**src/rtl/core_pkg.sv**
```systemverilog
// Shared RV32IMC core definitions: default datapath widths, the bubble
// instruction, the IF/ID payload layout and the IF/ID occupancy encoding.
package core_pkg;

    localparam int CORE_PC_W   = 12;
    localparam int CORE_INST_W = 32;

    // addi x0, x0, 0
    localparam logic [CORE_INST_W-1:0] NOP_INST_RV32 = 32'h00000013;

    typedef struct packed {
        logic [CORE_PC_W-1:0]   pc4;
        logic [CORE_INST_W-1:0] inst;
        logic [CORE_PC_W-1:0]   PC;
    } if_id_payload_t;

    localparam int IF_ID_PAYLOAD_W = $bits(if_id_payload_t);

    typedef enum logic [1:0] {
        ST_EMPTY = 2'b00,
        ST_ONE   = 2'b01,
        ST_FULL  = 2'b11
    } if_id_occ_e;

endpackage

```
**src/rtl/pipe_slot.sv**
```systemverilog
// One pipeline slot: a valid bit plus a payload register. Clear wins over
// load and returns the payload to the bubble pattern.
module pipe_slot #(
    parameter int           W      = 56,
    parameter logic [W-1:0] BUBBLE = '0
) (
    input  logic         clk,
    input  logic         nrst,
    input  logic         load,
    input  logic         clear,
    input  logic [W-1:0] d,
    output logic         valid,
    output logic [W-1:0] q
);

    always_ff @(posedge clk or negedge nrst) begin
        if (!nrst) begin
            valid <= 1'b0;
            q     <= BUBBLE;
        end else if (clear) begin
            valid <= 1'b0;
            q     <= BUBBLE;
        end else if (load) begin
            valid <= 1'b1;
            q     <= d;
        end
    end

endmodule

```
**src/rtl/if_id_skid.sv**
```systemverilog
// IF/ID boundary with a 2-entry skid buffer: if_ready is a flop, so a decode
// stall never creates a combinational path back into fetch.
//
// state    | meaning
// ---------+-----------------------------------------------
// ST_EMPTY | OUT and SKID empty; id_* shows the NOP bubble
// ST_ONE   | OUT live, SKID empty; fetch may still issue
// ST_FULL  | OUT and SKID live; if_ready low until SKID drains
module if_id_skid
    import core_pkg::*;
#(
    parameter int                PC_W     = CORE_PC_W,
    parameter int                INST_W   = CORE_INST_W,
    parameter logic [INST_W-1:0] NOP_INST = NOP_INST_RV32
) (
    input  logic              clk,
    input  logic              nrst,
    input  logic              if_valid,
    output logic              if_ready,
    input  logic [PC_W-1:0]   if_pc4,
    input  logic [INST_W-1:0] if_inst,
    input  logic [PC_W-1:0]   if_PC,
    input  logic              flush,
    output logic              id_valid,
    input  logic              id_ready,
    output logic [PC_W-1:0]   id_pc4,
    output logic [INST_W-1:0] id_inst,
    output logic [PC_W-1:0]   id_PC,
    output logic              skid_full
);

    localparam int PW = 2 * PC_W + INST_W;
    localparam logic [PW-1:0] BUBBLE = {{PC_W{1'b0}}, NOP_INST, {PC_W{1'b0}}};

    if_id_occ_e state_q, state_d;

    logic          out_valid, skid_valid;
    logic [PW-1:0] out_q, skid_q, in_pl, out_d;
    logic          out_load, out_clr, skid_load, skid_clr, out_from_skid;
    logic          acc, con;

    assign in_pl = {if_pc4, if_inst, if_PC};
    assign acc   = if_valid & if_ready;
    assign con   = out_valid & id_ready;
    assign out_d = out_from_skid ? skid_q : in_pl;

    always_ff @(posedge clk or negedge nrst) begin
        if (!nrst) state_q <= ST_EMPTY;
        else       state_q <= state_d;
    end

    always_comb begin
        state_d       = state_q;
        out_load      = 1'b0;
        out_clr       = 1'b0;
        skid_load     = 1'b0;
        skid_clr      = 1'b0;
        out_from_skid = 1'b0;
        if (flush) begin
            // Redirect: drop everything, including whatever fetch offers now.
            out_clr  = 1'b1;
            skid_clr = 1'b1;
            state_d  = ST_EMPTY;
        end else begin
            unique case (state_q)
                ST_EMPTY: begin
                    if (acc) begin
                        out_load = 1'b1;
                        state_d  = ST_ONE;
                    end
                end
                ST_ONE: begin
                    if (con && acc) begin
                        out_load = 1'b1;
                    end else if (con) begin
                        out_clr = 1'b1;
                        state_d = ST_EMPTY;
                    end else if (acc) begin
                        skid_load = 1'b1;
                        state_d   = ST_FULL;
                    end
                end
                ST_FULL: begin
                    // if_ready is low here, so only the drain path exists.
                    if (con) begin
                        out_load      = 1'b1;
                        out_from_skid = 1'b1;
                        skid_clr      = 1'b1;
                        state_d       = ST_ONE;
                    end
                end
                default: begin
                    out_clr  = 1'b1;
                    skid_clr = 1'b1;
                    state_d  = ST_EMPTY;
                end
            endcase
        end
    end

    pipe_slot #(.W(PW), .BUBBLE(BUBBLE)) u_out (
        .clk   (clk),
        .nrst  (nrst),
        .load  (out_load),
        .clear (out_clr),
        .d     (out_d),
        .valid (out_valid),
        .q     (out_q)
    );

    pipe_slot #(.W(PW), .BUBBLE(BUBBLE)) u_skid (
        .clk   (clk),
        .nrst  (nrst),
        .load  (skid_load),
        .clear (skid_clr),
        .d     (in_pl),
        .valid (skid_valid),
        .q     (skid_q)
    );

    assign {id_pc4, id_inst, id_PC} = out_q;
    assign id_valid  = out_valid;
    assign skid_full = skid_valid;
    assign if_ready  = ~skid_valid;

endmodule

```
**config.mk**
```make
export PLATFORM = sky130hd
export DESIGN_NAME = if_id_skid
export DESIGN_NICKNAME = d
export VERILOG_FILES = /design/src/rtl/core_pkg.sv /design/src/rtl/pipe_slot.sv /design/src/rtl/if_id_skid.sv
export SDC_FILE = /design/constraint.sdc
export NUM_CORES = 1
export LEC_CHECK = 0
export BUFFER_PORTS_ARGS = -buffer_cell sky130_fd_sc_hd__buf_2
export CAP_MARGIN = 20
export CORE_MARGIN = 2
export CORE_UTILIZATION = 49
export CTS_CLUSTER_DIAMETER = 40
export CTS_CLUSTER_SIZE = 20
export DETAILED_ROUTE_END_ITERATION = 12
export GPL_TIMING_DRIVEN = 0
export PLACE_DENSITY = 0.76
export SLEW_MARGIN = 20
export SYNTH_ARGS = -nofsm -noshare
export SYNTH_HDL_FRONTEND = slang
export SYNTH_SLANG_ARGS = --single-unit
export TNS_END_PERCENT = 5
```
**constraint.sdc**
```tcl
create_clock -name clk -period 1.74 [get_ports clk]
set_input_delay 0.087 -clock clk [delete_from_list [all_inputs] [get_ports clk]]
set_output_delay 0.087 -clock clk [all_outputs]
set_load 0.1 [all_outputs]
```
==> results of run 1 <==
==> per-stage QoR <==
step	area [sq um]	setup WS, ns	std cells	hold slack, ns
finish	7986	-0.2779	841	0.04223
detailed placement	6037	-0.5370	730	0.1041
floorplan	5243	-0.3464	475	-0.2086
global placement	6003	-1.138	729	0.3204
global route	7986	-0.3030	841	0.03831
CTS	7605	-0.1812	836	0.01811
==> per-layer routing <==
| metal | up-vias | routed length [um] | track usage |
|---|---|---|---|
| met1 | 2328 | 6302 | 0.3319 |
| li1 | 2113 | - | - |
| met2 | 167 | 8260 | 0.4412 |
| met4 | 0 | 286 | 0.1011 |
| met5 | - | 0 | 0 |
| met3 | 26 | 845 | 0.05653 |
==> kinds of logic after synthesis <==
kind of cell,Yosys count,synth area share
and+or+nand+nor,133,0.1040
AOI/OAI and AO/OA,119,0.1646
DFF,116,0.5573
muxes,58,0.1121
buffers and inverters,43,0.04840
adders and majority gates,5,0.01198
xor gates and xnor gates,1,0.001677
==> layout make-up <==
type | instances | area share
Multi-Input combinational cell | 316 | 0.3100
Timing Repair Buffer | 198 | 0.1806
Buffer | 36 | 0.05123
Clock buffer | 19 | 0.05405
Clock inverter | 13 | 0.01394
Tap cell | 136 | 0.02131
Sequential cell | 116 | 0.3650
Inverter | 7 | 0.003760
==> cells in the final DEF, fill, tap and decap left out, types with 14 or more instances in the layout <==
cell type | Yosys | final
buf_2 | 10 | 120
o2bb2ai_2 | 0 | 32
a21oi_2 | 1 | 14
dfrtp_1 | 110 | 108
a21oi_1 | 55 | 42
buf_6 | 7 | 19
o2bb2ai_1 | 53 | 21
dlygate4sd3_1 | 0 | 58
nand2_1 | 115 | 90
mux2i_1 | 54 | 52
clkbuf_16 | 0 | 20
buf_4 | 7 | 14
nand2_2 | 0 | 20
==> registers in the layout (all words and copies together), names as in the netlist <==
signal and flops:
u_skid.q 56, state_q 2, u_skid.valid 1, u_out.q 56, u_out.valid 1
==> repair_timing <==
action	4_1_cts	5_1_grt
pin swaps	17	20
hold buffers	58	0
gates cloned	2	2
endpoints found under the hold margin	173	0
buffers inserted	14	3
gates resized for setup	74	78
endpoints found under the setup margin	113	115
==> power breakdown <==
group	switching [mW]	internal [mW]	total, mW
logic	3.84	1.40	5.24
clock network	1.27	1.92	3.19
registers	0.333	3.14	3.48
total	5.44	6.46	11.9
==> tightest hold or removal path, stage by stage <==
cell and delay (ns):
buf_2 0.18, nor2_1 0.12, mux2_2 0.14
==> final timing paths <==
kind | startpoint | slack [ns] | cells past startpoint | end
min reg2reg | u_out.q[16]$_DFFE_PN1P_ | 0.48 | 2 | u_out.q[16]$_DFFE_PN1P_
max in group asynchronous | nrst | 0.90 | 3 | u_out.q[13]$_DFFE_PN1P_
max | state_q[1]$_DFFE_PN0P_ | -0.28 | 8 | u_skid.q[9]$_DFFE_PN0P_
min | flush | 0.04 | 3 | state_q[1]$_DFFE_PN0P_
min in group asynchronous | nrst | 0.12 | 2 | u_out.q[6]$_DFFE_PN0P_
max reg2reg | state_q[1]$_DFFE_PN0P_ | -0.28 | 8 | u_skid.q[9]$_DFFE_PN0P_
==> results.toml, run 1 <==
[layout]
n_antenna_cell = 0
utilization = 0.7736
seq_area_sq_mm = 0.002915
multiInputGateArea_sq_mm = 0.002476
num-fill-cells = 618
drive_gt1_frac = 0.4312
areaGrowthSynthToFinish_pct = 52.92
layout.nets = 758

[yosys]
yosysMostFrequentCell = "nand2_1"
post_synth_num_cell_types = 35
ys.flop_type = "dfrtp_1"
synthTopCellsByArea = "dfrtp_1 (53%), mux2i_1 (10%), o2bb2ai_1 (8.9%), nand2_1 (8.3%), a21oi_1 (5.3%)"
synth_edf_count = 0
async_flop_share = 1.000
netlist_top_cells_count = "nand2_1 (115), dfrtp_1 (110), a21oi_1 (55)"
ys_seq_area_frac = 0.5573
syn-num-nets = 541
synth_warnings = 0
syn_area_sq_mm = 0.005223
syn_inst = 475
synth_top_area_frac = 0.5271
ys_seq_elements = 116
avgSynthCellArea_sq_um = 10.99
yosys.area.top_type = "dfrtp_1"

[worst_setup_path]
crit_required_ns = 2.13
worst_path_largest_cell_delay_ns = 0.43
slowest_stage = "dfrtp_1"
cp_top_family = "simple AND/OR/NAND/NOR gates"
worstPathArrival_ns = 2.41
critPathKind = "reg -> reg"
cp.buffers_inverters = 3
path_max_fanout = 7
start_kind = "flop"
worstPathCellList = "inv_2 > ha_4 > a21bo_4 > or3_4 > buf_12 > clkbuf_16 > nand2_2 > a21oi_2"
cp-end-kind = "flop"

[detailed_routing]
vias_per_cell = 5.510
ant_nets = 0
drc = 0
dr.pass1.iters = 4
wl_mm = 15.70
routedWlPerCell_um = 18.66
drt_iter0_drc = 237
vias = 4634

[timing]
slew_violations = 0
min_period_over_period = 1.160
rsz0062_at_grt = "true"
final-hold-violation-count = 0
setup_viol = 115
max-slew-margin-rel = 0.6122
tightest_slew_ns = 0.5818
period_needed_ns = 2.018
fin_ws_ns = -0.2779
final.setup.tns_ns = -22.34
fin_skew_ns = 0.01095
fmax_mhz = 495.6

[clock_tree]
numCtsBuffers = 17
clock_path_buffers = 2
path_clk_slew_ns = 0.06
cts_sinks = 116
cts_tree = "done"
cts_max_level = 4
clk-insertion-delay-late_ns = 0.52
root_buffer = "clkbuf_8"

[power_and_ir_drop]
p_leak_nw = 4.023
p_total_mw = 11.90
vdd_ir_drop_max_mv = 1.036
powerDensity_mw_per_mm2 = 1490

[place]
io_buffers = 118
routabilityCongestion = 0.8489
dpl.hpwl_mm = 8.881

[hold_path]
holdCritPathClass = "in -> reg"

[global_routing]
grt_use_total = 0.2624
grt_max_degree = 62
grt_pass1_vias = 4667
grt_pass1_wl_mm = 23.32
overflow = 0
antenna_found_initial = 0

[run_status]
status = "complete, but fails checks"
violations = "negative setup slack"

[floorplan]
rows = 37
io_pins = 120
start_util = 0.5059
dieArea_sq_mm = 0.01150
die_h_um = 107.2
core-area_sq_mm = 0.01032
die_width_um = 107.2

[job]
maxCapViolCount = 0
No activity file was read; power rests on OpenSTA's default activity.
==> inputs of run 2 (changes only) <==
--- a/config.mk
+++ b/config.mk
@@ -8,12 +8,13 @@
 export BUFFER_PORTS_ARGS = -buffer_cell sky130_fd_sc_hd__buf_2
 export CAP_MARGIN = 20
 export CORE_MARGIN = 2
-export CORE_UTILIZATION = 49
+export CORE_UTILIZATION = 50
+export CTS_BUF_LIST = sky130_fd_sc_hd__clkbuf_2
 export CTS_CLUSTER_DIAMETER = 40
 export CTS_CLUSTER_SIZE = 20
 export DETAILED_ROUTE_END_ITERATION = 12
 export GPL_TIMING_DRIVEN = 0
-export PLACE_DENSITY = 0.76
+export PLACE_DENSITY = 0.78
 export SLEW_MARGIN = 20
 export SYNTH_ARGS = -nofsm -noshare
 export SYNTH_HDL_FRONTEND = slang
==> run 2 against run 1 <==
- the run still ends with negative setup slack left
- first-iteration DRC count increased by 48%
- clock power decreased by 43%
- critical path type unchanged
- combinational power decreased by 5.0%
- critical path depth unchanged
- hold slack improved by 0.14 ns
- via count decreased by 2.8%
==> results.toml, run 2 (synthesis results as in run 1) <==
[clock_tree]
cts_max_level = 4
cts_tree = "done"
numCtsBuffers = 17
clk-insertion-delay-late_ns = 0.68
cts_sinks = 116
path_clk_slew_ns = 0.18
root_buffer = "clkbuf_2"
clock_path_buffers = 2

[worst_setup_path]
path_max_fanout = 7
crit_required_ns = 2.31
worstPathCellList = "inv_2 > ha_4 > a21bo_4 > or3_4 > buf_8 > clkbuf_16 > nand2_1 > a21oi_1"
start_kind = "flop"
worstPathArrival_ns = 2.55
slowest_stage = "dfrtp_1"
critPathKind = "reg -> reg"
worst_path_largest_cell_delay_ns = 0.47
cp-end-kind = "flop"

[place]
routabilityCongestion = 0.8932
placed_cells = 730
dpl.hpwl_mm = 8.891
io_buffers = 118

[timing]
max-slew-margin-rel = 0.6679
fin_skew_ns = 0.03137
period_needed_ns = 1.980
min_period_over_period = 1.138
setup_viol = 113
fin_ws_ns = -0.2398
fmax_mhz = 505.1
slew_violations = 0
tightest_slew_ns = 0.4982
final-hold-violation-count = 0
rsz0062_at_grt = "true"

[global_routing]
overflow = 0
antenna_found_initial = 0
grt_max_degree = 66
grt_pass1_vias = 4565
grt_pass1_wl_mm = 22.29
grt_use_total = 0.2540

[detailed_routing]
vias = 4504
ant_nets = 0
dr.pass1.iters = 8
wl_mm = 14.32
vias_per_cell = 5.388
routedWlPerCell_um = 17.13
drc = 0
drt_iter0_drc = 351

[layout]
layout.nets = 753
reg_top3 = "u_out.q: 56 flops, u_skid.q: 56 flops, state_q: 2 flops"
n_antenna_cell = 0
final_common_cell = "buf_2"
drive_gt1_frac = 0.3400
areaGrowthSynthToFinish_pct = 41.06
finalNonFillerCells = 836
most-common-layout-cells = "buf_2 (114), nand2_1 (110), dfrtp_1 (108), dlygate4sd3_1 (61), mux2i_1 (53)"
utilization = 0.7201

[floorplan]
core-area_sq_mm = 0.01023
io_pins = 120
start_util = 0.5105
die_width_um = 106.2
rows = 37
dieArea_sq_mm = 0.01128
die_h_um = 106.2

[run_status]
violations = "negative setup slack"
status = "complete, but fails checks"

[power_and_ir_drop]
vdd_ir_drop_max_mv = 0.9120
p_total_mw = 10.20
p_leak_nw = 3.807
powerDensity_mw_per_mm2 = 1385

[job]
maxCapViolCount = 0

[hold_path]
holdCritPathClass = "in -> reg"
[run 2: final timing paths]
| check | start | to | slack, ns | cells after the start |
|---|---|---|---|---|
| hold reg to reg | u_out.q[12]$_DFFE_PN1P_ | u_out.q[12]$_DFFE_PN1P_ | 0.49 | 2 |
| min in group asynchronous | nrst | u_out.q[17]$_DFFE_PN0P_ | 0.46 | 3 |
| max in group asynchronous | nrst | u_skid.q[13]$_DFFE_PN1P_ | 0.58 | 4 |
| hold / removal | if_inst[8] | u_skid.q[20]$_DFFE_PN0P_ | 0.18 | 4 |
| setup / recovery | state_q[1]$_DFFE_PN0P_ | u_skid.q[18]$_DFFE_PN0P_ | -0.24 | 8 |
| setup reg to reg | state_q[1]$_DFFE_PN0P_ | u_skid.q[18]$_DFFE_PN0P_ | -0.24 | 8 |
[run 2: what timing repair did]
action	4_1_cts	5_1_grt
endpoints found under the hold margin	229	0
pin swaps	5	6
resized for setup	57	34
setup buffers	7	3
cloned	1	2
endpoints found under the setup margin	117	117
hold buffers	61	0
[run 2: layout make-up]
class / instances / area [sq um]
plain buffers: 36 / 362.8
clock buffers: 20 / 100.1
clock inverters: 12 / 137.6
fillers: 687 / 2864
inverters: 7 / 30.03
multi-input cells: 316 / 2227
flip-flops and latches: 116 / 2915
well taps: 136 / 170.2
repair buffers: 193 / 1424
[run 2: stage by stage]
stage / TNS [ns] / setup WS, ns / hold slack, ns / cell area, sq um
CTS: -11.46 / -0.1584 / 0.1367 / 7188
floorplan: -23.99 / -0.3464 / -0.2086 / 5243
global route: -24.14 / -0.2728 / 0.1081 / 7367
finish: -18.29 / -0.2398 / 0.1812 / 7367
global placement: -121.37 / -1.152 / 0.3191 / 6003
detailed placement: -41.77 / -0.5630 / 0.06818 / 6037
[run 2: layer usage]
metal  routed length, um  global-route usage  vias up
met1                6137              0.3245     2240
li1                    -                   -     2087
met2                7183              0.4167      144
met3                 688             0.06438       33
met4                 308             0.09868        0
met5                   0                   0        -
[run 2: where the power goes]
group | internal (mW) | total [mW] | switching (mW) | leakage, nW
Clock | 0.796 | 1.82 | 1.02 | 0.148
Combinational | 1.29 | 4.98 | 3.69 | 2.09
Sequential | 3.13 | 3.41 | 0.279 | 1.57
[run 2: critical path: cells and delay by family, from the launching register on]
kind                     cells  cell delay (ns)
AO/OA/AOI/OAI                2             0.31
adder cells (fa/ha/maj)      1             0.16
buffers and inverters        3             0.43
flip-flops                   1             0.47
AND/OR/NAND/NOR              2             0.48
